**src/rtl/max7219_pkg.sv**
```systemverilog
// Shared constants and types for the MAX7219 packet sequencer.
package max7219_pkg;

  localparam logic [7:0] REG_DIG0    = 8'h01;
  localparam logic [7:0] REG_DECODE  = 8'h09;
  localparam logic [7:0] REG_INTENS  = 8'h0A;
  localparam logic [7:0] REG_SCANLIM = 8'h0B;
  localparam logic [7:0] REG_SHUTDN  = 8'h0C;
  localparam logic [7:0] REG_TEST    = 8'h0F;

  localparam logic [3:0] BLANK = 4'hF;

  typedef enum logic [1:0] {
    IDLE,
    REQ,
    ACK,
    REL
  } state_t;

  typedef enum logic {
    PH_INIT,
    PH_UPD
  } phase_t;

endpackage

```
**src/rtl/max7219_lzb.sv**
```systemverilog
// Leading-zero blanking of a BCD digit vector; the lowest digit always shows.
import max7219_pkg::*;

module max7219_lzb #(
  parameter int NDIG = 4
) (
  input  logic [4*NDIG-1:0] digits,
  output logic [4*NDIG-1:0] blanked
);

  logic lead;

  always_comb begin
    blanked = digits;
    lead    = 1'b1;
    for (int k = NDIG - 1; k >= 1; k--) begin
      if (lead && digits[4*k +: 4] == 4'h0)
        blanked[4*k +: 4] = BLANK;
      else
        lead = 1'b0;
    end
  end

endmodule

```
**src/rtl/max7219_pkt_seq.sv**
```systemverilog
// MAX7219 command-word sequencer: init burst after reset, then digit refreshes.
// Define MAX7219_PKT_SEQ_LZB_EN to blank leading zeros at snapshot capture.
import max7219_pkg::*;

module max7219_pkt_seq #(
  parameter int         NDIG      = 4,
  parameter logic [3:0] INTENSITY = 4'h8,
  parameter logic [7:0] DECODE    = 8'hFF
) (
  input  logic              clk,
  input  logic              rst,
  input  logic              upd,
  input  logic [4*NDIG-1:0] digits,
  input  logic              psnt,
  output logic              preq,
  output logic [15:0]       pkt,
  output logic              busy,
  output logic              done
);

  localparam logic [2:0] LAST_INIT = 3'd4;
  localparam logic [2:0] LAST_UPD  = 3'(NDIG - 1);

  state_t              state;
  phase_t              phase;
  logic [2:0]          idx;
  logic                pend;
  logic [4*NDIG-1:0]   snap;
  logic [4*NDIG-1:0]   cap;
  logic [3:0]          dsel;
  logic [15:0]         word;
  logic [2:0]          last;

`ifdef MAX7219_PKT_SEQ_LZB_EN
  max7219_lzb #(
    .NDIG(NDIG)
  ) u_lzb (
    .digits (digits),
    .blanked(cap)
  );
`else
  assign cap = digits;
`endif

  assign last = (phase == PH_INIT) ? LAST_INIT : LAST_UPD;

  always_comb begin
    dsel = 4'h0;
    for (int i = 0; i < NDIG; i++)
      if (idx == 3'(i)) dsel = snap[4*i +: 4];
  end

  always_comb begin
    word = 16'h0000;
    if (phase == PH_UPD) begin
      word = {{5'd0, idx} + REG_DIG0, 4'h0, dsel};
    end else begin
      case (idx)
        3'd0:    word = {REG_SHUTDN, 8'h01};
        3'd1:    word = {REG_DECODE, DECODE};
        3'd2:    word = {REG_INTENS, 4'h0, INTENSITY};
        3'd3:    word = {REG_SCANLIM, 5'h0, LAST_UPD};
        default: word = {REG_TEST, 8'h00};
      endcase
    end
  end

  always_ff @(posedge clk or posedge rst) begin
    if (rst) begin
      state <= REQ;
      phase <= PH_INIT;
      idx   <= 3'd0;
      pend  <= 1'b0;
      snap  <= '0;
      preq  <= 1'b0;
      pkt   <= 16'h0000;
      busy  <= 1'b1;
      done  <= 1'b0;
    end else begin
      done <= 1'b0;
      // strobes during a sequence collapse into one deferred refresh
      if (upd && state != IDLE) pend <= 1'b1;
      unique case (state)
        IDLE: begin
          if (upd || pend) begin
            snap  <= cap;
            pend  <= 1'b0;
            phase <= PH_UPD;
            idx   <= 3'd0;
            busy  <= 1'b1;
            state <= REQ;
          end
        end
        REQ: begin
          pkt   <= word;
          preq  <= 1'b1;
          state <= ACK;
        end
        ACK: begin
          if (psnt) begin
            preq  <= 1'b0;
            state <= REL;
          end
        end
        REL: begin
          if (!psnt) begin
            if (idx == last) begin
              done  <= 1'b1;
              busy  <= 1'b0;
              state <= IDLE;
            end else begin
              idx   <= idx + 3'd1;
              state <= REQ;
            end
          end
        end
      endcase
    end
  end

endmodule

```
**config.mk**
```make
export PLATFORM = sky130hd
export DESIGN_NAME = max7219_pkt_seq
export DESIGN_NICKNAME = d
export VERILOG_FILES = /design/src/rtl/max7219_pkg.sv /design/src/rtl/max7219_lzb.sv /design/src/rtl/max7219_pkt_seq.sv
export SDC_FILE = /design/constraint.sdc
export NUM_CORES = 1
export LEC_CHECK = 0
export ABC_AREA = 0
export CAP_MARGIN = 20
export CORE_ASPECT_RATIO = 0.7
export CORE_UTILIZATION = 50
export CTS_CLUSTER_SIZE = 16
export DETAILED_ROUTE_END_ITERATION = 7
export PLACE_DENSITY = 0.78
export SLEW_MARGIN = 10
export SYNTH_ARGS = -nofsm -noshare
export SYNTH_HDL_FRONTEND = slang
export SYNTH_HIERARCHICAL = 1
export SYNTH_SLANG_ARGS = --single-unit
```
**constraint.sdc**
```tcl
create_clock -name clk -period 2.2 [get_ports clk]
set_input_delay 0.22 -clock clk [delete_from_list [all_inputs] [get_ports clk]]
set_output_delay 0.22 -clock clk [all_outputs]
set_load 0.1 [all_outputs]
```
* Yosys cells after proc, flatten, opt, wreduce, memory -nomap -nowiden
Index checks and enable logic that the tools add are counted.
** Operators by class
- Add/sub/neg operators :: 2
- Multipliers :: 0
- Div/mod/pow operators :: 0
- Order comparisons :: 0
- Eq/ne operators :: 12
- Shifts and indexed selects :: 0
- Mux-type cells :: 28
- Bitwise gates (word level) :: 0
- Reductions and logical operators :: 12
** Operators with widths (count)
- case mux 11 bit (4 select lines) :: 1
- two-way mux 4 bit :: 4
- two-way mux 12 bit :: 1
- two-way mux 3 bit :: 4
- two-way mux 1 bit :: 11
- != test 2 bit (second input constant) :: 5
- case mux 2 bit (4 select lines) :: 1
- AND reduction 4 bit :: 2
- == test 3 x 2 -> 1 bit (second input constant) :: 2
- two-way mux 2 bit :: 3
- case mux 3 bit (2 select lines) :: 1
- nonzero test 2 bit :: 3
- adder 3 x 1 -> 4 bit (second input constant) :: 1
- == test 2 bit (second input constant) :: 2
- case mux 1 bit (2 select lines) :: 2
- AND reduction 2 bit :: 2
- adder 3 x 1 -> 3 bit (second input constant) :: 1
- == test 3 x 1 -> 1 bit (second input constant) :: 1
- == test 3 bit :: 1
- zero test 3 bit :: 1
- AND reduction 3 bit :: 1
- == test 2 x 1 -> 1 bit (second input constant) :: 1
- zero test 2 bit :: 1
- logical AND 1 bit :: 1
- logical OR 1 bit :: 1
** Word-level totals
- Flip-flop bits (word level) :: 42
- Bits in latches :: 0
- RAM bits :: 0
- ROM bits :: 0
- Input bits :: 20
- Output and inout port bits :: 19
- Logic and storage cells :: 63
- Memories kept :: 0

* Logic depth before layout (Yosys ltp)
- Depth after elaboration :: 6
- Depth in mapped cells :: 8
- Depth with buffers taken out :: 6

* Least setup slack after synthesis
No wires, ideal clock.
- Path type :: register to register
- Start point :: register state[0]
- End point :: register snap[10]
- Setup time :: 0.125 ns
- Arrival :: 1.634 ns
- Data required time :: 2.075 ns
- Slack :: 0.441 ns
- Cell stages (with the launch flop) :: 6
- Path buffers :: 1
- Period minus slack after synthesis :: 1.759 ns
- Cell sequence :: dfstp_2 -> inv_1 -> ha_1 -> o21ai_2 -> buf_2 -> mux2_2
** On the way
- Cells in the longest elaborated chain, start to end :: 2
** RTL lines
- from (decl) :: line max7219_pkt_seq.sv:24 : state_t state;
- from (signal assigned) :: line max7219_pkt_seq.sv:70 : state <= REQ;
- from (signal assigned) :: line max7219_pkt_seq.sv:91 : state <= REQ;
- from (signal assigned) :: line max7219_pkt_seq.sv:97 : state <= ACK;
- zero test 2 bit :: line max7219_pkt_seq.sv:83 : unique case (state)
- AND reduction 2 bit (no line)
- to (signal assigned) :: line max7219_pkt_seq.sv:86 : snap <= cap;
- to (decl) :: line max7219_pkt_seq.sv:28 : logic [4*NDIG-1:0] snap;
No other way between the ends.
A chain may end at the register's enable or synchronous reset.

* Final worst setup path
- Start point :: register state[0]
- End point :: register state[1]
** On the way
- Cells in the longest elaborated chain, start to end :: 3
- Elaborated cells between the ends (all ways) :: 9
- Classes of those cells :: 6 x eq/ne; 1 x mux; 2 x reduce/logical
** RTL lines (line)
- == test 2 bit or zero test 2 bit (tied branches) :: max7219_pkt_seq.sv:83
- != test 2 bit (no line)
- AND reduction 3 bit (no line)
Parallel ways exist; a longest one is shown, timed or not.

==> metrics.csv <==
metric;value;unit
cell area power density;1591;nW/um^2
Crit path largest cell delay;0.45;ns
Pwr Total;3.652;mW
Mapped Area;1874;sq um
clk sinks;35;
# resized after CTS;0;
Seq/Total Area, Yosys;46.86;%
Hold-fix buffers, CTS;0;
share of the synthesized area in the top cell type;44.06;%
chip width;75.18;microns
Post-DP Area;2185;sq um
fraction of registers with async set/reset;100.0;%
Worst Path Buf+Inv;1;
CTS tree;built;
crit end category;flop;
Reg clk slew, reported paths;0.08;ns
TritonRoute pass-1 iters;4;
#FFs+latches synth;35;
Worst Skew;0.01106;ns
DRT iter0 DRCs;135;
Mean Syn Cell Area;10.53;sq um
largest net degree at the start of global routing;36;
Final Setup Violations;0;
cts bufs inserted;5;
Synthesis Warnings;6;
top-count cell post-synth;dfrtp_1;
Post-Layout Inst Area;2295;sq um
Max-Cap Viols;0;
Routed WL per cell;14.31;microns
worst hold path type;in -> async;
Sw Ratio;45.99;%
Fillers;303;
VDD IR max;0.7750;mV
Main synth FF type;dfrtp_1;
CP Data Required Time;2.38;ns
Final Wtd Congestion;0.8693;
crit path cell chain;inv_1 -> ha_1 -> or3b_4 -> o211ai_2 -> mux2_2;
sequential power share;31.3;%
Slew @ Worst Pin;0.8611;ns
io pins;39;
RSZ-0062 raised after global routing;no;
slowest CP cell;or3b_4;
via count;1385;
Clock Power Share;15.5;%
Synth area leaders;dfrtp_1 44%, mux2_2 11%, ha_1 6.0%;
cell taking the most area after synthesis;dfrtp_1;
setup repair bufs after CTS;0;
internal power;1.972;mW
share of layout cells above drive strength 1;25.12;%
CTS max path bufs;2;
H-tree levels;2;
P&R area growth vs syn;22.43;%
Final ANT Viol Nets;0;
Worst EP arrival;2.06;ns
met2 wire length;1766;microns
post-synth cell types;42;
Top delay family on crit path;simple AND/OR/NAND/NOR gates;
Die H;53.23;microns
n_diodes;0;
CP Class;reg -> reg;
Sum Neg Setup Slack;0;ns
core area;3558;sq um
f_max;0.5327;GHz
vias per cell;5.307;
CP startpoint kind;flop;
Final Hold Violating Endpoints;0;
Die ar.;4001;sq um
Period Utilization, post-route;85.33;%
DP HPWL;2747;microns
Net count, final;239;
initial antenna violation count;0;
sequential cell area;878.3;sq um
Syn Inst Count;178;
synth cell count leaders;33 x dfrtp_1, 19 x mux2_2, 13 x nand2_1, 12 x inv_1, 10 x nor2_1;
Post-synth EDFFs;0;
critical path peak fanout;6;
DRC viols;0;
root buf cell;clkbuf_8;
hold_ws;0.3518;ns
Post-Route WL;3735;microns
row count;18;
starting density of the core;52.67;%
status;finished clean;
P_sw;1.680;mW
Clock Latency Late Sink;0.29;ns
Combinational Power Share;53.2;%
vias in the first global route;1280;
met3 wire len;190;microns
Multi-input gate area;865.8;sq um
global-route wire length before repair;5947;microns
Final Max Tran Viols;0;
met1 wire length;1776;microns
LEAKAGE;0.9901;nW
Total GRT Usage;20.83;%
DR top layer;met4;
fin crit period;1.877;ns
Port Buf Inserts;34;
Relative slew margins;42.59;%
grt ovf;0;
-- flip-flops by register name, summed over array words and instances (netlist names) --
| signal | flops |
|---|---|
| snap | 16 |
| pkt | 9 |
| idx | 3 |
| state | 2 |
| busy | 1 |
| done | 1 |
| pend | 1 |
| phase | 1 |
| preq | 1 |
-- worst register-to-register path, cell delays in order, from the launching register on --
cell	delay (ns)
dfstp_2	0.38
inv_1	0.13
ha_1	0.32
or3b_4	0.45
o211ai_2	0.13
mux2_2	0.36
-- power by group through the flow --
| stage | Sequential [mW] | Combinational [mW] | Clock (mW) |
|---|---|---|---|
| floorplan | 1.70 | 0.967 | 0 |
| global placement | 1.14 | 1.89 | 0 |
| detailed placement | 1.15 | 1.94 | 0 |
| CTS | 1.14 | 1.95 | 0.582 |
| global route | 1.18 | 2.08 | 0.607 |
| finish | 1.14 | 1.94 | 0.568 |
-- cells by family after synthesis --
family	count (synthesis)	share of synthesized area, %
mux	19	11.42
fa+ha+maj	9	6.008
other cells	1	0.2001
simple gates	52	15.15
buf+inv	28	7.543
flops	35	46.86
compound gates	34	12.82
-- worst paths after layout --
kind	to	startpoint	slack, ns	cells after the start
max	state[1]	state[0]	0.32	5
min	pend	rst	0.35	3
max reg2reg	state[1]	state[0]	0.32	5
min reg2reg	snap[8]	snap[8]	0.51	1
max in group asynchronous	busy	rst	1.51	3
min in group clk	snap[8]	snap[8]	0.51	1
-- placed cells by master, fill, tap and decap left out, types with 6 or more instances in the layout --
cell,Yosys,layout
a21oi_1,6,6
buf_4,7,19
clkdlybuf4s50_1,0,19
dfrtp_1,33,33
ha_1,9,9
inv_1,12,12
mux2_2,19,19
nand2_1,13,13
nor2_1,10,10
o21ai_0,8,8
-- through the flow --
| stage | utilization, % | worst slack (ns) | std cells |
|---|---|---|---|
| after CTS | 64.49 | 0.3294 | 261 |
| final | 64.49 | 0.3228 | 261 |
| after detailed placement | 61.39 | 0.2573 | 253 |
| after global placement | 61.39 | 0.3211 | 253 |
| after global routing | 64.49 | 0.2209 | 261 |
| after floorplan | - | 0.4413 | 181 |
-- metal layers --
layer,track usage [%],vias to the layer above
met4,8.333,0
met1,27.88,653
li1,-,674
met2,32.88,56
met5,0,-
met3,4.571,2
-- area by class of cell --
type,count,area share (%)
clock inverter,2,1.636
tap,50,2.726
inverter,12,1.963
timing repair buffer,38,14.50
clock buffer,6,3.162
multi-input combinational,118,37.73
sequential,35,38.28
Power figures use the tool's default switching activity.
